==> src/rtl/alu_control_unit.sv <==
// alu_control_unit: Moore FSM sequencing fetch/decode/execute for the ProjectB datapath
module alu_control_unit #(
    parameter int CNT_W = 16
) (
    input  logic             Clk,
    input  logic             ResetN,
    input  logic [15:0]      IR,
    output logic             PC_clr,
    output logic             PC_up,
    output logic             IR_ld,
    output logic [7:0]       D_addr,
    output logic             D_wr,
    output logic             RF_s,
    output logic [3:0]       RF_W_addr,
    output logic             RF_W_en,
    output logic [3:0]       RF_Ra_addr,
    output logic [3:0]       RF_Rb_addr,
    output logic [2:0]       ALU_s0,
    output logic [3:0]       OutState,
    output logic [CNT_W-1:0] InstrCount,
    output logic             IllegalOp
);

    typedef enum logic [3:0] {
        S_INIT   = 4'd0,
        S_FETCH  = 4'd1,
        S_DECODE = 4'd2,
        S_NOOP   = 4'd3,
        S_LOADA  = 4'd4,
        S_LOADB  = 4'd5,
        S_STORE  = 4'd6,
        S_ALUOP  = 4'd7,
        S_HALT   = 4'd8
    } state_t;

    state_t           state_q, state_d, decode_next;
    logic [CNT_W-1:0] cnt_q, cnt_d;
    logic             ill_q, ill_d;
    logic [3:0]       opc;
    logic [2:0]       alu_sel;

    assign opc = IR[15:12];

    // Opcode decode: target execute state and ALU function for arithmetic/logic ops
    always_comb begin
        decode_next = (opc == 4'd0)  ? S_NOOP  :
                      (opc == 4'd1)  ? S_STORE :
                      (opc == 4'd2)  ? S_LOADA :
                      (opc == 4'd5)  ? S_HALT  :
                      (opc >= 4'd11) ? S_NOOP  : S_ALUOP;
        alu_sel     = (opc == 4'd3)  ? 3'd1 :
                      (opc == 4'd4)  ? 3'd2 :
                      (opc == 4'd6)  ? 3'd3 :
                      (opc == 4'd7)  ? 3'd4 :
                      (opc == 4'd8)  ? 3'd5 :
                      (opc == 4'd9)  ? 3'd6 :
                      (opc == 4'd10) ? 3'd7 : 3'd0;
    end

    // Next state, retire counting and sticky illegal-opcode flag
    always_comb begin
        state_d = S_INIT;
        case (state_q)
            S_INIT:                             state_d = S_FETCH;
            S_FETCH:                            state_d = S_DECODE;
            S_DECODE:                           state_d = decode_next;
            S_NOOP, S_STORE, S_LOADB, S_ALUOP:  state_d = S_FETCH;
            S_LOADA:                            state_d = S_LOADB;
            S_HALT:                             state_d = S_HALT;
            default:                            state_d = S_INIT;
        endcase
        cnt_d = (state_q inside {S_NOOP, S_STORE, S_LOADB, S_ALUOP} ||
                 (state_q == S_DECODE && state_d == S_HALT)) ? cnt_q + CNT_W'(1) : cnt_q;
        ill_d = ill_q | (state_q == S_DECODE && opc >= 4'd11);
    end

    // State and status registers, cleared asynchronously by ResetN
    always_ff @(posedge Clk or negedge ResetN) begin
        if (!ResetN) begin
            state_q <= S_INIT;
            cnt_q   <= '0;
            ill_q   <= 1'b0;
        end else begin
            state_q <= state_d;
            cnt_q   <= cnt_d;
            ill_q   <= ill_d;
        end
    end

    // Moore outputs: decoded from current state and instruction fields, zero by default
    always_comb begin
        PC_clr     = 1'b0;
        PC_up      = 1'b0;
        IR_ld      = 1'b0;
        D_addr     = 8'd0;
        D_wr       = 1'b0;
        RF_s       = 1'b0;
        RF_W_addr  = 4'd0;
        RF_W_en    = 1'b0;
        RF_Ra_addr = 4'd0;
        RF_Rb_addr = 4'd0;
        ALU_s0     = 3'd0;
        case (state_q)
            S_INIT:  PC_clr = 1'b1;
            S_FETCH: begin
                IR_ld = 1'b1;
                PC_up = 1'b1;
            end
            S_STORE: begin
                D_addr     = IR[7:0];
                RF_Ra_addr = IR[11:8];
                D_wr       = 1'b1;
            end
            S_LOADA, S_LOADB: begin
                D_addr    = IR[7:0];
                RF_s      = 1'b1;
                RF_W_addr = IR[11:8];
                RF_W_en   = (state_q == S_LOADB);
            end
            S_ALUOP: begin
                RF_Ra_addr = IR[11:8];
                RF_Rb_addr = IR[7:4];
                RF_W_addr  = IR[3:0];
                RF_W_en    = 1'b1;
                ALU_s0     = alu_sel;
            end
            default: ;
        endcase
    end

    assign OutState   = state_q;
    assign InstrCount = cnt_q;
    assign IllegalOp  = ill_q;

endmodule
==> config.mk <==
export PLATFORM = sky130hd
export DESIGN_NAME = alu_control_unit
export DESIGN_NICKNAME = d
export VERILOG_FILES = /design/src/rtl/alu_control_unit.sv
export SDC_FILE = /design/constraint.sdc
export NUM_CORES = 1
export LEC_CHECK = 0
export CAP_MARGIN = 10
export CORE_MARGIN = 5
export CORE_UTILIZATION = 40
export DETAILED_ROUTE_END_ITERATION = 6
export PLACE_DENSITY = 0.77
export SLEW_MARGIN = 20
export SYNTH_ARGS = -nofsm -noshare
export SYNTH_HDL_FRONTEND = slang
export SYNTH_SLANG_ARGS = --single-unit
export TNS_END_PERCENT = 5
==> constraint.sdc <==
create_clock -name Clk -period 2.3 [get_ports Clk]
set_input_delay 0.575 -clock Clk [delete_from_list [all_inputs] [get_ports Clk]]
set_output_delay 0.575 -clock Clk [all_outputs]
set_load 0.1 [all_outputs]
==> impl_results.md, run 1 <==
* Clock sink count at 21
* Post-CTS Hold Buffers at 0
* Vias in the first global route at 1383
* Peak supply drop at roughly 950 uV
* Detailed-route vias per instance at about 4.9
* Final min period at around 2.3 ns
* DRT Pass-1 Iters at 4
* Sequential area share after synthesis at 0.3925
* CP Data Arrival Time at ~1.7 ns
* Mapped cell area at 1339 sq um
* H-tree levels at 1
* Clock latency on the worst-skew pair at 0.30 ns
* Crit path max-delay cell type: dlygate4sd2_1
* Final HPWL DP at ~3500 microns
* Clock Skews at approximately 0.0065 ns
* Routability cong. at between 0.7 and 0.8
* Final Cycle Share at 0.9870
* Post-synth EDFFs at 0
* I/O pins at 68
* PnR worst setup slack at around 0.03 ns
* Filler cells at 210
* Number of remaining DRC errors at 0
* IO Port Bufs at between 60 and 70
* Initial antenna violation count at 0
* Clock Tree Buf Depth at 2
* Net Count, Synth at roughly 160
* Flops & latches, synth at 21
* Reg area at roughly 540 sq um
* Synth top area share at 0.3925
* WP buf/inv at 2
* Fmax achieved at between 0.4 and 0.5 GHz
* Post-route cell area at roughly 2600 sq um
* Critical path endpoint category: primary output
* Die ar. at roughly 4600 sq um
* DRT iter0 DRCs at 32
* Final Hold Fails at 0
* Pwr Density at between 1000 and 1500 nW/um^2
* Total GRT Usage at 0.1869
* Grt ovf at 0
* Top-count cell post-synth: dfrtp_1
* Die W at about 68 microns
* Core ar. at 3284 sq um
* Layout cells sized above 1 at 0.4978
* Initial Utilization at 0.4076
* Post-CTS setup buffer count at 0
* Worst Hold Class: reg2reg
* Largest net degree at the start of global routing at 22
* Area Growth Syn to Fin at 95.14%
* Synth Instances at roughly 140
* Clock Pin Slew Worst Setup and Hold Paths at ~0.11 ns
* Crit Path Class: in2out
* Pre-CTS WS at -0.2555 ns
* RSZ-0062 raised after global routing: yes
* Multi-input logic area at about 900 sq um
* Area after DPL at approximately 2600 sq um
* CP Max Fanout at 5
* Slew Limit Headroom at 0.6503
* Netlist cell types at 36
* First-pass GRT wire length at 6734 microns
* Asr flop ratio synth at 1.000
* Final setup violation count at 0
* Leading cell types by total area after synthesis: dfrtp_1, xnor2_1, and2_1
* Per-cell routed wire length at ~15 microns
* YS warnings at 0
* Total Power at approximately 3.5 mW
* Antenna viol nets, final at 0
* TritonCTS Buffers at 3
* Vias at between 1000 and 1500
* Post-synth top cells: dfrtp_1, and2_1, xnor2_1
* Tightest Pin Transition at between 0.5 and 0.6 ns
* Type of origin of the critical path: primary input
* Crit-path cells: dlygate4sd2_1 -> nor2b_2 -> a21oi_1 -> a2bb2oi_2 -> nor2_4 -> buf_12
* Pleak at 1.108 nW
* Max stage delay on crit path at a little under 0.3 ns
* CP required at ~1.7 ns
* Status: finished, final reports clean
* MaxCap Viol Count at 0
* Crit path max-delay family: buffers and inverters
* Nets at ~250
* Util after Layout at 0.7954
* CTS tree: yes
* Synth Flop Type: dfrtp_1
* Clk root buf: clkbuf_4
* Post-synth top area cell: dfrtp_1
* Routed wire length at approximately 4200 microns
* Max Slew Vio Count at 0
* Post-Syn Area per Cell at a little over 9 sq um
* Ant. Diodes at 0
* Rows at 21
* Chip height at roughly 68 microns
==> power breakdown <==
part | switching (mW) | internal (mW) | leakage, nW
sequential | 0.156 | 0.472 | 0.267
combinational | 1.80 | 0.857 | 0.824
clock | 0.105 | 0.0647 | 0.0177
==> path summary, 6_finish.rpt <==
kind | start | to | slack (ns) | cells past startpoint
setup / recovery | IR[15] | ALU_s0[1] | 0.03 | 6
hold / removal | IllegalOp | IllegalOp | 0.49 | 1
setup reg to reg | OutState[1] | InstrCount[12] | 0.54 | 6
hold reg to reg | IllegalOp | IllegalOp | 0.49 | 1
max in group asynchronous | ResetN | OutState[3] | 1.45 | 2
min in group asynchronous | ResetN | InstrCount[7] | 0.61 | 2
==> state kept, by name (all words and copies together), names as in the netlist <==
| signal | count |
|---|---|
| InstrCount | 16 |
| OutState | 4 |
| IllegalOp | 1 |
==> worst reg2reg max path: cells and delay by family, from the launching register on <==
family                    cells  cell delay (ns)
buffers and inverters         2             0.43
and+or+nand+nor               1             0.13
DFF                           1             0.49
AOI/OAI and AO/OA             2             0.45
xor gates and xnor gates      1             0.15
==> cells by family after synthesis <==
family,share of synthesized area
muxes,0.008411
adders and majority gates,0.009344
and+or+nand+nor,0.3056
AOI/OAI and AO/OA,0.1327
xor gates and xnor gates,0.1047
buffers and inverters,0.04673
DFF,0.3925
==> layout make-up <==
cell class,instances,share of cell area
multi-input combinational,110,0.3458
inverter,5,0.007184
clock buffer,3,0.008621
clock inverter,1,0.001916
tap,46,0.02203
sequential,21,0.2059
timing repair buffer,85,0.4085
==> routing by layer <==
layer  GRT usage  vias to the layer above  routed length, microns
met5           0                        -                       0
met4     0.02978                        0                       9
met3     0.02463                        2                     322
met2      0.3305                       53                    2023
met1      0.2474                      627                    1809
li1            -                      658                       -
==> layout by cell type (no fill, tap or decap), drive strengths merged, types with 5 or more instances in the layout <==
cell type	synthesis	final
a21oi	6	6
and2	16	16
and3	5	5
buf	4	68
clkdlybuf4s50	0	13
dfrtp	21	21
inv	5	5
nand2	8	8
nand2b	6	6
nand3	5	5
nand4	6	6
nor2	11	11
xnor2	14	14
==> metrics by stage <==
stage	std cells	hold WS, ns	setup TNS, ns
final	271	0.4875	0
after global routing	271	0.5189	-0.1505
after CTS	271	0.4902	-0.0004704
after detailed placement	267	0.4628	-1.291
after global placement	267	0.4548	-0.8733
after floorplan	144	0.2794	-4.874
==> what timing repair did <==
| item | CTS | global route |
|---|---|---|
| cloned | 0 | 0 |
| endpoints found under the setup margin | 11 | 15 |
| endpoints found under the hold margin | 0 | 0 |
| pin swaps | 0 | 0 |
| gates resized for setup | 9 | 3 |
Power figures use the tool's default switching activity.
==> run 2: changes to the inputs <==
- ABC_CLOCK_PERIOD_IN_PS: not set -> 2300
- SLEW_MARGIN: 20 -> 15
- TNS_END_PERCENT: 5 -> 50
==> run 2 against run 1 <==
Sequential share of layout area fell by 0.19 points. Global-route usage rose by 0.52 points. Via count rose by 4.3%. Core utilization rose by 1.1 points. Total power rose by 0.72%. Largest power group unchanged.
==> impl_results.md, run 2 (synthesis results as in run 1) <==
* Pleak at 1.111 nW (+0.31%)
* Final Cycle Share at 0.9773 (-0.009629)
* Ant. Diodes at 0 (unchanged)
* Clock Tree Buf Depth at 2 (unchanged)
* Initial antenna violation count at 0 (unchanged)
* Status: finished, final reports clean
* Final setup violation count at 0 (unchanged)
* Antenna viol nets, final at 0 (unchanged)
* Clk root buf: clkbuf_4
* Crit path max-delay family: buffers and inverters
* Clock latency on the worst-skew pair at 0.29 ns (about the same)
* Setup tns final at 0 ns (unchanged)
* Final min period at 2.248 ns (-0.02215 ns)
* Crit-path cells: dlygate4sd2_1 -> nor2b_2 -> a21oi_1 -> a2bb2oi_2 -> nor2_4 -> buf_12
* Crit path max-delay cell type: dlygate4sd2_1
* Type of origin of the critical path: primary input
* Clock Skews at 0.003423 ns (-0.003063 ns)
* Most frequent cells in the layout: buf_4, buf_12, dfrtp_1, xnor2_1, clkdlybuf4s50_1
* Core ar. at 3284 sq um (unchanged)
* Crit. Startpoint: IR[15]
* Routability cong. at 0.8096 (+6.0%)
* Initial Utilization at 0.4076 (unchanged)
* FF-to-FF End: InstrCount[12]
* Final HPWL DP at 3674 microns (+5.4%)
* Max FFs per register at 16 (unchanged)
* Vias in the first global route at 1343 (-2.9%)
* Routed wire length at 4539 microns (+9.0%)
* Post-CTS Hold Buffers at 0 (unchanged)
* Net switching power at 2.097 mW (+1.8%)
* Critical path endpoint category: primary output
* TritonCTS Buffers at 3 (unchanged)
* Share of power burned in registers at 0.196 (+0.014)
* DRT Pass-1 Iters at 4 (unchanged)
* Slew Limit Headroom at 0.6298 (-0.02049)
* R2R depth at 5 (-1)
* Critical Path End: ALU_s0[1]
* CTS tree: yes
* Clock sink count at 21 (unchanged)
* Largest net degree at the start of global routing at 19 (-14%)
* Number of remaining DRC errors at 0 (unchanged)
* Total GRT Usage at 0.1922 (+0.005245)
* WP buf/inv at 2 (unchanged)
* Final Hold Fails at 0 (unchanged)
* Logic pwr share at 0.754 (-0.015)
* Die ar. at 4604 sq um (unchanged)
* Fmax achieved at 0.4449 GHz (+0.99%)
* DRT iter0 DRCs at 71 (+120%)
* Clock Pin Slew Worst Setup and Hold Paths at 0.12 ns (about the same)
* Switch share at 0.6030 (+0.006642)
* Chip height at 67.85 microns (unchanged)
* IO Port Bufs at 67 (unchanged)
* Grt ovf at 0 (unchanged)
* Max stage delay on crit path at 0.29 ns (about the same)
* Max Slew Vio Count at 0 (unchanged)
* I/O pins at 68 (unchanged)
* Area Growth Syn to Fin at 97.85%
* Worst Hold Class: reg2reg
* Crit Path Class: in2out
* Layout cells sized above 1 at 0.5088 (+0.01107)
* Leading cell type in the layout, fill and taps excluded: buf_4
* H-tree levels at 1 (unchanged)
* Detailed-route vias per instance at 5.140 (+3.9%)
* Power Internal at 1.381 mW (-0.94%)
* Clock share of power at 0.050 (about the same)
* Die W at 67.85 microns (unchanged)
* Pre-CTS WS at -0.2808 ns (-0.02527 ns)
* CP Max Fanout at 5 (unchanged)
* WHS at 0.4936 ns (+0.006040 ns)
* Pwr Density at 1313 nW/um^2 (-0.66%)
* First-pass GRT wire length at 6699 microns (-0.52%)
* Peak supply drop at 865.9 uV (-9.3%)
* Tightest Pin Transition at 0.5536 ns (+0.03379 ns)
* CP required at 1.73 ns (about the same)
* Filler cells at 191 (-9.0%)
* Per-cell routed wire length at 16.69 microns (+8.6%)
* CP Data Arrival Time at 1.67 ns (-0.03 ns)
* PnR worst setup slack at 0.05211 ns (+0.02215 ns)
* Nets at 246 (+0.41%)
* R2R setup slack at 0.60 ns (+0.06 ns)
* Rows at 21 (unchanged)
* MaxCap Viol Count at 0 (unchanged)
* CP Depth at 6 (unchanged)
* Reg-to-reg startpoint: OutState[0]
* Vias at 1398 (+4.3%)
==> run 2: power by group through the flow <==
stage / Sequential [mW] / Combinational (mW) / Clock [mW]
after floorplan: 1.23 / 1.29 / 0
after global placement: 0.666 / 2.53 / 0
after detailed placement: 0.678 / 2.57 / 0
after CTS: 0.682 / 2.59 / 0.182
after global routing: 0.702 / 2.70 / 0.198
final: 0.681 / 2.62 / 0.174
==> run 2: worst min-delay path by stage <==
stage	startpoint	to	slack, ns	cells after the start
floorplan	ResetN	IllegalOp	0.28	0
global placement	IllegalOp	IllegalOp	0.46	1
finish	IllegalOp	IllegalOp	0.49	1
global route	InstrCount[15]	InstrCount[15]	0.52	1
CTS	InstrCount[15]	InstrCount[15]	0.49	1
detailed placement	InstrCount[15]	InstrCount[15]	0.47	1
==> run 2: layout make-up <==
type,count,area (sq um),area share
Clock buffer,3,22.52,0.008503
Tap cell,46,57.56,0.02173
Timing Repair Buffer,86,1075,0.4058
Inverter,5,18.77,0.007085
Multi-Input combinational cell,110,927.1,0.3500
Sequential cell,21,540.5,0.2041
Clock inverter,1,7.507,0.002834
==> run 2: what timing repair did <==
item	4_1_cts	5_1_grt
setup endpoints to repair	19	15
gates resized for setup	13	3
setup buffers	0	6
endpoints found under the hold margin	0	0
pin swaps	2	1
==> run 2: worst reg2reg max path, cell delays in order (launching register included) <==
cell and delay (ns):
dfrtp_4 0.60, a21oi_1 0.19, a2111oi_4 0.33, buf_4 0.20, nand4_1 0.13, xnor2_1 0.15
==> run 2: layer usage <==
metal,part of all wire,track usage
met5,0,0
met4,0,0.02978
met3,0.071,0.03284
met2,0.53,0.3536
met1,0.40,0.2386
==> run 2: per-stage QoR <==
| stage | area [sq um] | power, mW | std cells | utilization |
|---|---|---|---|---|
| 6_report | 2649 | 3.478 | 272 | 0.8065 |
| 5_1_grt | 2649 | 3.602 | 272 | 0.8065 |
| 4_1_cts | 2592 | 3.451 | 266 | 0.7893 |
| 3_5_place_dp | 2535 | 3.247 | 262 | 0.7718 |
| 3_3_place_gp | 2535 | 3.201 | 262 | 0.7718 |
| 2_1_floorplan | 1548 | 2.520 | 144 | - |
